$ cat config.mk
export PLATFORM = sky130hd
export DESIGN_NAME = cute_lock_step_fsm
export DESIGN_NICKNAME = d
export VERILOG_FILES = /design/src/rtl/cute_lock_step_fsm.sv
export SDC_FILE = /design/constraint.sdc
export NUM_CORES = 1
export LEC_CHECK = 0
export ABC_AREA = 0
export CORE_UTILIZATION = 45
export DETAILED_ROUTE_END_ITERATION = 16
export PLACE_DENSITY = 0.8
export REMOVE_ABC_BUFFERS = 1
export SLEW_MARGIN = 25
export SYNTH_ARGS = -nofsm -noshare
export SYNTH_HDL_FRONTEND = slang
export SYNTH_SLANG_ARGS = --single-unit
$ cat constraint.sdc
create_clock -name clk_i -period 5.61 [get_ports clk_i]
set_input_delay 1.122 -clock clk_i [delete_from_list [all_inputs] [get_ports clk_i]]
set_output_delay 1.122 -clock clk_i [all_outputs]
set_load 0.1 [all_outputs]
$ cat src/rtl/cute_lock_step_fsm.sv
// Key-locked step sequencer: a key phase after reset qualifies the FSM; a wrong key
// corrupts the emitted steps and prevents the sequence from ever completing.
module cute_lock_step_fsm #(
    parameter int                           N_STEPS      = 8,
    parameter int                           KEY_W        = 4,
    parameter int                           KEY_CYCLES   = 4,
    parameter logic [KEY_CYCLES*KEY_W-1:0]  KEY_SEQ      = 16'hA5C3,
    parameter logic [31:0]                  CORRUPT_MASK = 32'h5A5A5A5A
) (
    input  logic               clk_i,
    input  logic               rst_i,
    input  logic               start_i,
    input  logic [1:0]         mode_i,
    input  logic               hold_i,
    input  logic [KEY_W-1:0]   key_i,
    output logic [N_STEPS-1:0] y_o,
    output logic               busy_o,
    output logic               done_o,
    output logic               locked_o,
    output logic               key_done_o
);
    localparam int         KCW       = $clog2(KEY_CYCLES + 1);
    localparam logic [4:0] LAST_IDX  = 5'(N_STEPS - 1);
    localparam logic [4:0] LAST_EVEN = 5'((N_STEPS % 2 == 1) ? N_STEPS - 1 : N_STEPS - 2);

    localparam logic [1:0] M_FWD = 2'b00, M_REV = 2'b01, M_EVEN = 2'b10, M_ONE = 2'b11;

    typedef enum logic [1:0] {S_IDLE, S_RUN, S_HOLD, S_DONE} state_t;

    state_t           state_q, state_d;
    logic [4:0]       idx_q, idx_d;
    logic [1:0]       cmode_q, cmode_d;
    logic [KCW-1:0]   kcnt_q, kcnt_d;
    logic             bad_q, bad_d;
    logic [KEY_W-1:0] key_exp;
    logic             key_done, locked, at_last;

    function automatic logic [4:0] first_of(input logic [1:0] m);
        return (m == M_REV) ? LAST_IDX : 5'd0;
    endfunction

    function automatic logic [4:0] last_of(input logic [1:0] m);
        case (m)
            M_FWD:   return LAST_IDX;
            M_EVEN:  return LAST_EVEN;
            default: return 5'd0;
        endcase
    endfunction

    function automatic logic [4:0] next_of(input logic [1:0] m, input logic [4:0] i);
        case (m)
            M_FWD:   return i + 5'd1;
            M_REV:   return i - 5'd1;
            M_EVEN:  return i + 5'd2;
            default: return i;
        endcase
    endfunction

    assign key_done = (kcnt_q == KCW'(KEY_CYCLES));
    assign locked   = key_done & bad_q;
    assign at_last  = (idx_q == last_of(cmode_q));

    always_comb begin
        key_exp = '0;
        for (int k = 0; k < KEY_CYCLES; k++)
            if (kcnt_q == KCW'(k)) key_exp = KEY_SEQ[k*KEY_W +: KEY_W];
    end

    always_ff @(posedge clk_i) begin
        if (!rst_i) begin
            state_q <= S_IDLE;
            idx_q   <= '0;
            cmode_q <= M_FWD;
            kcnt_q  <= '0;
            bad_q   <= 1'b0;
        end else begin
            state_q <= state_d;
            idx_q   <= idx_d;
            cmode_q <= cmode_d;
            kcnt_q  <= kcnt_d;
            bad_q   <= bad_d;
        end
    end

    always_comb begin
        state_d = state_q;
        idx_d   = idx_q;
        cmode_d = cmode_q;
        kcnt_d  = kcnt_q;
        bad_d   = bad_q;
        if (!key_done) begin
            kcnt_d = kcnt_q + KCW'(1);
            if (key_i != key_exp) bad_d = 1'b1;
        end
        case (state_q)
            S_IDLE: if (start_i && key_done) begin
                state_d = S_RUN;
                idx_d   = first_of(mode_i);
                cmode_d = mode_i;
            end
            S_RUN, S_HOLD: begin
                if (state_q == S_RUN && hold_i) begin
                    state_d = S_HOLD;
                end else if (state_q == S_RUN || !hold_i) begin
                    // A locked sequencer wraps forever instead of finishing.
                    state_d = S_RUN;
                    if (!at_last)     idx_d = next_of(cmode_q, idx_q);
                    else if (locked)  idx_d = first_of(cmode_q);
                    else              state_d = S_DONE;
                end
            end
            S_DONE:  state_d = S_IDLE;
            default: state_d = S_IDLE;
        endcase
    end

    always_comb begin
        y_o        = '0;
        busy_o     = (state_q == S_RUN) || (state_q == S_HOLD);
        done_o     = (state_q == S_DONE);
        locked_o   = locked;
        key_done_o = key_done;
        if (state_q == S_RUN)
            y_o = (N_STEPS'(1) << idx_q) ^ (locked ? CORRUPT_MASK[N_STEPS-1:0] : '0);
    end
endmodule
==> summary.md, run 1 <==
| Metric | Value |
|---|---|
| Status | `finished clean` |
| Number of failing setup endpoints in the final timing report | `0` |
| Fraction of final layout cells with drive strength greater than 1 | `5.789%` |
| Family of cells with the greatest summed delay on the critical path | `buffers and inverters` |
| Net count of the finished layout | `215` |
| Number of antenna diodes | `0` |
| Worst path slowest cell | `sky130_fd_sc_hd__clkdlybuf4s50_1` |
| DR vias | `1297` |
| Number of enable-type register cells in the synthesized netlist | `0` |
| Number of H-tree levels | `1` |
| Final std cell area, no fill | `1560 sq um` |
| CTS Hold Buffers Added | `0` |
| CP max stage delay | `1.13 ns` |
| Highest net fanout along the worst path | `6` |
| Post-Synth Adder-Cell Area | `13.80%` |
| Vertical die dimension | `56.24 um` |
| Max-slew headroom at the worst pin | `35.42%` |
| Combinational family with the most area after synthesis | `simple AND/OR/NAND/NOR gates` |
| Initial core utilization | `47.59%` |
| GPL Wtd Cong | `0.8540` |
| Post-Route WL | `3070 um` |
| Global router's overall resource usage | `20.99%` |
| Area share of and/or/nand/nor cells after synthesis | `28.26%` |
| Post-synthesis cell type count | `51` |
| Average routed wire per standard cell | `13.89 um` |
| DRC violation total after the first TritonRoute iteration | `54` |
| Setup Fix Bufs, Post-CTS | `0` |
| Share of cell area taken by muxes after synthesis | `1.512%` |
| Max-cap violation count | `0` |
| Layout Utilization | `56.10%` |
| Post-detailed-placement cell area | `1534 sq um` |
| Post-synthesis share of cell area spent on xor and xnor gates | `6.616%` |
| Clock latency at the later pin of the worst-skew pair | `0.28 ns` |
| CP bufs+invs | `2` |
| Std cell rows | `19` |
| Fmax | `0.2533 GHz` |
| Cells along the critical path | `inv_1 -> ha_1 -> and3_1 -> xnor2_1 -> and2_1 -> clkdlybuf4s50_1` |
| Number of CTS-inserted buffers | `3` |
| CTS Sinks | `13` |
| Area Growth Syn to Fin | `17.86%` |
| Main flop type after synthesis | `sky130_fd_sc_hd__dfxtp_1` |
| Mapped Cells | `173` |
| Kind of launch point of the worst setup path | `register` |
| Number of global-route vias before repair | `1227` |
| Clk Tree Root Cell | `sky130_fd_sc_hd__clkbuf_4` |
| Maximum buffer depth of the clock tree | `2` |
| Horizontal die dimension | `56.24 um` |
| Worst r2r src | `state_q[0]` |
| Core area | `2781 sq um` |
| Pre-Repair DR Iteration Count | `4` |
| Static Leakage | `0.6089 nW` |
| Die area | `3162 sq um` |
| Path type of the worst setup path | `register to primary output` |
| Pwr Density | `442.3 nW/um^2` |
| Endpoint kind of the worst setup timing path | `primary output` |
| Mean number of vias per cell | `5.869` |
| Grt total ovfl | `0` |
| Tightest Hold Check Type | `register to register` |
| Syn Area/Cell | `7.652 sq um` |
| RSZ-0062 raised after global routing | `false` |
| Most common cell after layout, fill and taps aside | `sky130_fd_sc_hd__clkdlybuf4s50_1` |
| Total of flip-flops plus latches after synthesis | `13` |
| Commonest non-fill, non-tap cells in the layout | `21 x sky130_fd_sc_hd__clkdlybuf4s50_1, 17 x sky130_fd_sc_hd__nand2_1, 13 x sky130_fd_sc_hd__nor2_1, 13 x sky130_fd_sc_hd__ha_1, 13 x sky130_fd_sc_hd__dfxtp_1` |
| Share of synthesized flip-flops with an asynchronous set or reset | `0%` |
| CP arrival | `2.83 ns` |
| Endpoints failing hold | `0` |
| Clock Skews | `0.003575 ns` |
| Endpoint required time on the critical path | `4.49 ns` |
| Final Hold Slack | `0.5035 ns` |
| Worst supply voltage drop on vdd | `0.3551 mV` |
| TritonCTS clock tree | `done` |
| Clock-pin slew of the registers on the worst-case setup and hold paths | `0.09 ns` |
| Cell Area, Synth | `1324 sq um` |
| Estimated wirelength of the detail-placed design | `2447 um` |
| Slew at the pin with the worst max-slew slack | `0.9657 ns` |
| Number of warnings issued by yosys | `0` |
| Setup crit start | `kcnt_q[0]` |
| Startpoint of the worst hold path | `kcnt_q[1]` |
| Period Utilization, post-route | `70.38%` |
| Wire length of the first global-routing pass | `5368 um` |
| Gates resized, CTS repair | `0` |
| Antenna violations before repair | `0` |
| Total Negative Setup Slacks | `0 ns` |
| Share of the synthesized area in compound gates (AO/OA/AOI/OAI) | `23.53%` |
| Detail Route Antenna Nets | `0` |
| Maximum number of pins on one net before global-route repair | `16` |
| Shortest period the worst path allows | `3.948 ns` |
| # port buffers | `21` |
| Remaining DRCs | `0` |
| Post-synthesis sequential area ratio | `19.66%` |
| Fin. max-slew vios | `0` |
| Number of top-level pins | `22` |
-- power by group --
group | switching [mW] | total (mW) | internal, mW
clock | 0.0336 | 0.0612 | 0.0276
combinational | 0.286 | 0.451 | 0.165
sequential | 0.0587 | 0.178 | 0.120
total | 0.378 | 0.690 | 0.312
-- cell usage after synthesis, drive strengths merged (2+ instances only) --
cell | instances | area share (%)
nand2 | 17 | 4.8
dfxtp | 13 | 20
ha | 13 | 12
nor2 | 13 | 3.7
inv | 12 | 3.4
nand3 | 12 | 4.9
o21ai | 9 | 3.7
xnor2 | 8 | 5.3
a21oi | 7 | 2.6
and2 | 5 | 2.4
buf | 5 | 2.1
nor3 | 5 | 2.3
and3 | 4 | 1.9
nor2b | 4 | 1.9
a221oi | 3 | 2.5
a31oi | 3 | 1.4
clkbuf | 3 | 0.85
a211oi | 2 | 2.1
a22o | 2 | 1.3
mux2i | 2 | 1.5
nand2b | 2 | 0.95
nor3b | 2 | 1.1
o21a | 2 | 1.1
o221ai | 2 | 1.3
o31ai | 2 | 1.1
or2 | 2 | 0.95
xor2 | 2 | 1.3
-- cell type report --
type | instances | area [sq um]
repair buffers | 21 | 210.2
well taps | 31 | 38.79
clock buffers | 4 | 26.28
multi-input cells | 139 | 975.9
inverters | 13 | 48.80
flip-flops and latches | 13 | 260.3
fillers | 259 | 1221
-- per-layer routing --
metal	wire (um)	up-vias	GRT usage, %	part of all wire (%)
li1	-	654	-	-
met1	1366	609	26.11	44
met2	1568	31	37.76	51
met3	119	3	3.721	3.9
met4	16	0	4.181	0.52
met5	0	-	0	0
-- worst paths after layout --
path	endpoint	slack (ns)	cells past startpoint
worst min register to register	kcnt_q[1]	0.50	2
worst min-delay path	kcnt_q[1]	0.50	2
worst max-delay path	y_o[4]	1.66	6
worst max register to register	idx_q[2]	3.19	7
-- kinds of logic (layout without fill, tap and decap cells) --
group | count (synthesis) | after routing
and+or+nand+nor | 71 | 71
AOI/OAI and AO/OA | 42 | 42
buffers and inverters | 21 | 38
adders and majority gates | 14 | 14
DFF | 13 | 13
xor gates and xnor gates | 10 | 10
muxes | 2 | 2
-- worst reg2reg max path, delay by kind of cell (launching register included) --
kind | cells | cell delay [ns]
compound gates | 3 | 1.00
fa+ha+maj | 1 | 0.49
buf+inv | 1 | 0.08
flops | 1 | 0.39
simple gates | 2 | 0.37
-- flip-flops by register name (all words and copies together), names as in the netlist --
name	cells
bad_q	1
cmode_q	2
idx_q	5
kcnt_q	3
state_q	2
-- stage by stage --
step                      worst slack, ns  power [mW]  cells
after detailed placement            1.986      0.6285    217
after global placement              2.084      0.6072    217
final                               1.662      0.6902    221
after global routing                1.579      0.7497    221
after floorplan                     1.507      0.5271    165
after CTS                           1.674      0.6895    221
No activity file was read; power rests on OpenSTA's default activity.
==> run 2, diff against run 1 <==
--- a/config.mk
+++ b/config.mk
@@ -8,7 +8,7 @@
 export ABC_AREA = 0
 export CORE_UTILIZATION = 45
 export DETAILED_ROUTE_END_ITERATION = 16
-export PLACE_DENSITY = 0.8
+export PLACE_DENSITY = 0.83
 export REMOVE_ABC_BUFFERS = 1
 export SLEW_MARGIN = 25
 export SYNTH_ARGS = -nofsm -noshare
==> constraint.sdc (replaced) <==
create_clock -name clk_i -period 3.6 [get_ports clk_i]
set_input_delay 0.72 -clock clk_i [delete_from_list [all_inputs] [get_ports clk_i]]
set_output_delay 0.72 -clock clk_i [all_outputs]
set_load 0.1 [all_outputs]
==> summary.md, run 2 (same netlist as run 1, synthesis figures left out) <==
| Metric | Value |
|---|---|
| Wire length of the first global-routing pass | `5023 um (-6.4%)` |
| Final cell count without fillers | `221 (unchanged)` |
| Horizontal die dimension | `56.24 um (unchanged)` |
| Crit path setup slack, layout | `0.9255 ns (-0.7364 ns)` |
| Maximum buffer depth of the clock tree | `2 (unchanged)` |
| End of the worst register-to-register path | `idx_q[0]` |
| Maximum number of pins on one net before global-route repair | `16 (unchanged)` |
| Placed cell count | `217 (unchanged)` |
| Share of power burned in registers | `25.9% (about the same)` |
| Worst hold endpoint | `bad_q` |
| Family of cells with the greatest summed delay on the critical path | `simple AND/OR/NAND/NOR gates` |
| Placement Setup Slack | `1.058 ns (-0.9279 ns)` |
| Tightest Hold Check Type | `register to register` |
| Fmax | `0.3739 GHz` |
| Largest registers in the final layout | `idx_q x5, kcnt_q x3` |
| Net count of the finished layout | `215 (unchanged)` |
| Clock network power share | `8.9% (about the same)` |
| Number of failing setup endpoints in the final timing report | `0 (unchanged)` |
| CTS Hold Buffers Added | `0 (unchanged)` |
| Remaining DRCs | `0 (unchanged)` |
| Post-Route WL | `2843 um (-7.4%)` |
| Static Leakage | `0.6358 nW (+4.4%)` |
| Startpoint of the worst hold path | `bad_q` |
| Register Area | `260.3 sq um (unchanged)` |
| Number of global-route vias before repair | `1179 (-3.9%)` |
| TritonCTS clock tree | `done` |
| Cells along the critical path | `inv_1 -> ha_1 -> and3_1 -> xnor2_1 -> and2_1 -> buf_4` |
| Detail Route Antenna Nets | `0 (unchanged)` |
| Slack of the worst reg-to-reg path | `1.18 ns (-2.01 ns)` |
| Mean number of vias per cell | `5.778 (-1.5%)` |
| Layout Utilization | `55.06% (-1.0 points)` |
| CTS Sinks | `13 (unchanged)` |
| Max-slew headroom at the worst pin | `67.90% (+32 points)` |
| Fin. max-slew vios | `0 (unchanged)` |
| Area Growth Syn to Fin | `15.69%` |
| Status | `finished clean` |
| Largest register FFs | `5 (unchanged)` |
| Gates resized, CTS repair | `0 (unchanged)` |
| Register with the highest flop count | `idx_q` |
| Die area | `3162 sq um (unchanged)` |
| Relative contribution of combinational cells to total power | `65.2% (about the same)` |
| Area taken by multi-input logic gates | `975.9 sq um (unchanged)` |
| Switching share of power | `54.89% (+0.098 points)` |
| Shortest period the worst path allows | `2.675 ns` |
| Endpoints failing hold | `0 (unchanged)` |
| Count of cells along the worst register-to-register path | `7 (unchanged)` |
| Clock Skews | `0.0007589 ns (-0.002817 ns)` |
| Commonest non-fill, non-tap cells in the layout | `17 x sky130_fd_sc_hd__nand2_1, 13 x sky130_fd_sc_hd__nor2_1, 13 x sky130_fd_sc_hd__ha_1, 13 x sky130_fd_sc_hd__dfxtp_1` |
| Average routed wire per standard cell | `12.86 um (-7.4%)` |
| Max-cap violation count | `0 (unchanged)` |
| Worst supply voltage drop on vdd | `0.5938 mV (+67%)` |
| Std cell rows | `19 (unchanged)` |
| Kind of launch point of the worst setup path | `register` |
| Number of top-level pins | `22 (unchanged)` |
| Clock latency at the later pin of the worst-skew pair | `0.28 ns (about the same)` |
| Estimated wirelength of the detail-placed design | `2209 um (-9.8%)` |
| Highest net fanout along the worst path | `6 (unchanged)` |
| Path type of the worst setup path | `register to primary output` |
| CP bufs+invs | `2 (unchanged)` |
| Slew at the pin with the worst max-slew slack | `0.4787 ns (-0.4870 ns)` |
| Global router's overall resource usage | `19.88% (-1.1 points)` |
| Period Utilization, post-route | `74.29%` |
| Internal power summed over all cells | `0.4773 mW (+53%)` |
| Antenna violations before repair | `0 (unchanged)` |
| Number of fillers in the final layout | `278 (+7.3%)` |
| Vertical die dimension | `56.24 um (unchanged)` |
| Worst r2r src | `state_q[0]` |
| Core area | `2781 sq um (unchanged)` |
| Clk Tree Root Cell | `sky130_fd_sc_hd__clkbuf_4` |
| Total Negative Setup Slacks | `0 ns (unchanged)` |
| Number of antenna diodes | `0 (unchanged)` |
| Endpoint required time on the critical path | `2.88 ns (-1.61 ns)` |
| Grt total ovfl | `0 (unchanged)` |
| GPL Wtd Cong | `0.8508 (-0.37%)` |
| Pwr Density | `690.9 nW/um^2 (+56%)` |
| Number of stages on the worst hold path | `2 (unchanged)` |
| Worst path slowest cell | `sky130_fd_sc_hd__dfxtp_1` |
| DR vias | `1277 (-1.5%)` |
| Number of CTS-inserted buffers | `3 (unchanged)` |
| CP max stage delay | `0.40 ns (-0.73 ns)` |
| Fraction of final layout cells with drive strength greater than 1 | `12.63% (+6.8 points)` |
| Switching power of the nets | `0.5807 mW (+54%)` |
| Setup Fix Bufs, Post-CTS | `0 (unchanged)` |
| Number of H-tree levels | `1 (unchanged)` |
| Initial core utilization | `47.59% (unchanged)` |
| Clock-pin slew of the registers on the worst-case setup and hold paths | `0.08 ns (about the same)` |
| RSZ-0062 raised after global routing | `false` |
| DRC violation total after the first TritonRoute iteration | `49 (-9.3%)` |
| Endpoint kind of the worst setup timing path | `primary output` |
| # port buffers | `21 (unchanged)` |
| Total power | `1.058 mW (+53%)` |
| Most common cell after layout, fill and taps aside | `sky130_fd_sc_hd__nand2_1` |
| Pre-Repair DR Iteration Count | `4 (unchanged)` |
| CP arrival | `1.95 ns (-0.88 ns)` |
## run 2: cell type report
class | instances | share of cell area (%)
multi-input combinational | 139 | 63.73
sequential | 13 | 16.99
timing repair buffer | 21 | 11.76
inverter | 13 | 3.186
tap | 31 | 2.533
clock buffer | 3 | 1.471
clock inverter | 1 | 0.3268
## run 2: how the worst max path moves through the flow
| stage | from | endpoint | slack (ns) | cells past startpoint |
|---|---|---|---|---|
| floorplan | state_q[1] | y_o[5] | -0.10 | 4 |
| global placement | start_i | idx_q[2] | 1.08 | 6 |
| detailed placement | start_i | idx_q[2] | 1.06 | 6 |
| CTS | kcnt_q[0] | y_o[1] | 0.90 | 6 |
| global route | kcnt_q[0] | y_o[4] | 0.78 | 6 |
| finish | kcnt_q[0] | y_o[1] | 0.93 | 6 |
## run 2: worst register-to-register path, cell delays in order (launching register included)
cell                       delay (ns)
sky130_fd_sc_hd__dfxtp_1         0.39
sky130_fd_sc_hd__inv_1           0.08
sky130_fd_sc_hd__ha_1            0.50
sky130_fd_sc_hd__and2_0          0.27
sky130_fd_sc_hd__a211o_1         0.31
sky130_fd_sc_hd__a211oi_4        0.43
sky130_fd_sc_hd__nand2b_1        0.13
sky130_fd_sc_hd__a221oi_2        0.24
## run 2: per-stage QoR
stage / hold slack, ns / instance area [sq um]
2_1_floorplan: 0.4578 / 1285
3_3_place_gp: 0.4850 / 1504
3_5_place_dp: 0.4845 / 1504
4_1_cts: 0.4989 / 1531
5_1_grt: 0.5459 / 1531
6_report: 0.4970 / 1531
## run 2: power by group through the flow
stage	Clock [mW]	Sequential, mW	Combinational [mW]
floorplan	0	0.256	0.566
global placement	0	0.277	0.681
detailed placement	0	0.277	0.686
CTS	0.0956	0.274	0.690
global route	0.104	0.287	0.759
finish	0.0937	0.274	0.690
## run 2: per-layer routing
metal / global-route usage [%] / vias to the layer above / wire (um)
met5: 0 / - / 0
met4: 4.530 / 0 / 24
met3: 4.884 / 4 / 114
met2: 34.86 / 30 / 1341
met1: 24.43 / 583 / 1363
li1: - / 660 / -
==> run 3, diff against run 2 <==
==> constraint.sdc (replaced) <==
create_clock -name clk_i -period 2.15 [get_ports clk_i]
set_input_delay 0.43 -clock clk_i [delete_from_list [all_inputs] [get_ports clk_i]]
set_output_delay 0.43 -clock clk_i [all_outputs]
set_load 0.1 [all_outputs]
==> summary.md, run 3 (same netlist as run 1, synthesis figures left out) <==
| Metric | Value |
|---|---|
| Static Leakage | `0.7396 nW (+16%)` |
| Period Utilization, post-route | `97.65%` |
| Pre-Repair DR Iteration Count | `4 (unchanged)` |
| Area Growth Syn to Fin | `36.86%` |
| Number of top-level pins | `22 (unchanged)` |
| Layout Utilization | `65.14% (+10 points)` |
| Initial core utilization | `47.59% (unchanged)` |
| CTS Sinks | `13 (unchanged)` |
| CP bufs+invs | `2 (unchanged)` |
| Horizontal die dimension | `56.24 um (unchanged)` |
| Slew at the pin with the worst max-slew slack | `0.4379 ns (-0.04078 ns)` |
| Max-cap violation count | `0 (unchanged)` |
| Maximum buffer depth of the clock tree | `2 (unchanged)` |
| Share of power burned in registers | `23.3% (-2.6 points)` |
| Wire length of the first global-routing pass | `5209 um (+3.7%)` |
| Largest register FFs | `5 (unchanged)` |
| Max-slew headroom at the worst pin | `70.77% (+2.9 points)` |
| Register with the highest flop count | `idx_q` |
| Tightest Hold Check Type | `register to register` |
| Number of H-tree levels | `1 (unchanged)` |
| Die area | `3162 sq um (unchanged)` |
| Family of cells with the greatest summed delay on the critical path | `simple AND/OR/NAND/NOR gates` |
| TritonCTS clock tree | `done` |
| Relative contribution of combinational cells to total power | `68.9% (+3.7 points)` |
| Fmax | `0.4763 GHz` |
| Endpoint required time on the critical path | `1.72 ns (-1.16 ns)` |
| Remaining DRCs | `0 (unchanged)` |
| Shortest period the worst path allows | `2.099 ns` |
| Final std cell area, no fill | `1812 sq um (+18%)` |
| Number of antenna diodes | `0 (unchanged)` |
| Global router's overall resource usage | `20.21% (+0.33 points)` |
| CP arrival | `1.67 ns (-0.28 ns)` |
| Kind of launch point of the worst setup path | `register` |
| Number of fillers in the final layout | `226 (-19%)` |
| Highest net fanout along the worst path | `6 (unchanged)` |
| Final Hold Slack | `0.4869 ns (-0.01011 ns)` |
| Clock network power share | `7.8% (-1.1 points)` |
| Estimated wirelength of the detail-placed design | `2351 um (+6.4%)` |
| Detail Route Antenna Nets | `0 (unchanged)` |
| Std cell rows | `19 (unchanged)` |
| Clock latency at the later pin of the worst-skew pair | `0.28 ns (about the same)` |
| Cells along the critical path | `inv_1 -> ha_1 -> and3_4 -> xnor2_1 -> and2_4 -> buf_12` |
| Fraction of final layout cells with drive strength greater than 1 | `22.66% (+10 points)` |
| DRC violation total after the first TritonRoute iteration | `45 (-8.2%)` |
| Endpoints failing hold | `0 (unchanged)` |
| Vertical die dimension | `56.24 um (unchanged)` |
| Number of CTS-inserted buffers | `3 (unchanged)` |
| Net count of the finished layout | `228 (+6.0%)` |
| Switching power of the nets | `1.036 mW (+78%)` |
| Mean number of vias per cell | `5.897 (+2.1%)` |
| Worst supply voltage drop on vdd | `0.8777 mV (+48%)` |
| Largest registers in the final layout | `idx_q x5, kcnt_q x3` |
| Post-detailed-placement cell area | `1744 sq um (+16%)` |
| GPL Wtd Cong | `0.8924 (+4.9%)` |
| Switching share of power | `51.08% (-3.8 points)` |
| Path type of the worst setup path | `register to primary output` |
| Endpoint kind of the worst setup timing path | `primary output` |
| Status | `finished clean` |
| Clock-pin slew of the registers on the worst-case setup and hold paths | `0.08 ns (about the same)` |
| Worst path slowest cell | `sky130_fd_sc_hd__dfxtp_4` |
| Number of global-route vias before repair | `1222 (+3.6%)` |
| CP max stage delay | `0.37 ns (-0.03 ns)` |
| Clk Tree Root Cell | `sky130_fd_sc_hd__clkbuf_4` |
| Core area | `2781 sq um (unchanged)` |
| CTS Hold Buffers Added | `0 (unchanged)` |
| Number of failing setup endpoints in the final timing report | `0 (unchanged)` |
| Fin. max-slew vios | `0 (unchanged)` |
| Commonest non-fill, non-tap cells in the layout | `17 x sky130_fd_sc_hd__nand2_1, 13 x sky130_fd_sc_hd__nor2_1, 13 x sky130_fd_sc_hd__buf_4` |
| Antenna violations before repair | `0 (unchanged)` |
| Maximum number of pins on one net before global-route repair | `15 (-1)` |
| Post-Route WL | `3096 um (+8.9%)` |
| Most common cell after layout, fill and taps aside | `sky130_fd_sc_hd__nand2_1` |
| Pwr Density | `1120 nW/um^2 (+62%)` |
| DR vias | `1380 (+8.1%)` |
| # port buffers | `21 (unchanged)` |
| Average routed wire per standard cell | `13.23 um (+2.8%)` |
| Internal power summed over all cells | `0.9925 mW (+110%)` |
| Grt total ovfl | `0 (unchanged)` |
| Clock Skews | `0.005141 ns (+0.004382 ns)` |
[run 3: cell types whose count changed in the layout (fill, tap and decap cells not counted), sizes merged]
cell,before,now
clkbuf,3,4
buf,12,25
clkinv,2,1
[run 3: worst min-delay path: stages, from the launching register on]
cell and delay [ns]:
sky130_fd_sc_hd__dfxtp_2 0.35, sky130_fd_sc_hd__nand2_1 0.05, sky130_fd_sc_hd__a21oi_1 0.05
[run 3: path summary, 6_finish.rpt]
check | start | end | slack (ns) | cells after the start
min | kcnt_q[1] | kcnt_q[1] | 0.49 | 2
max reg2reg | state_q[1] | idx_q[2] | 0.12 | 8
min reg2reg | kcnt_q[1] | kcnt_q[1] | 0.49 | 2
max | kcnt_q[0] | y_o[3] | 0.05 | 6
[run 3: repair_timing]
action                                  4_1_cts  5_1_grt
endpoints found under the setup margin        4       10
pin swaps                                     0        1
buffers inserted                              0        1
hold endpoints to repair                      0        0
gates resized for setup                       6        7
[run 3: power groups by stage]
stage	registers [mW]	logic [mW]	clock network [mW]
after floorplan	0.428	0.947	0
after CTS	0.464	1.37	0.159
final	0.473	1.40	0.158
after global routing	0.487	1.52	0.169
after global placement	0.452	1.33	0
after detailed placement	0.460	1.35	0
[run 3: per-stage QoR]
step                      TNS [ns]  instances  power (mW)  setup slack, ns
after global routing      -0.04043        234       2.174         -0.04043
after global placement           0        229       1.782          0.04370
after detailed placement  -0.02171        229       1.814         -0.01358
after floorplan             -7.293        165       1.375           -1.261
after CTS                        0        233       1.992          0.02390
final                            0        234       2.029          0.05063
[run 3: area by class of cell]
class	count	area, sq um	area share, %
multi-input cells	139	1002	55.32
repair buffers	34	427.9	23.62
flip-flops and latches	13	267.8	14.78
inverters	13	48.80	2.693
well taps	31	38.79	2.141
clock buffers	4	26.28	1.450
[run 3: metal layers]
metal	GRT usage [%]	vias to the layer above	share of wire (%)
met3	2.093	0	6.7
met5	0	-	0
met2	35.88	61	51
met4	3.484	0	0
met1	26.69	631	43
li1	-	688	-
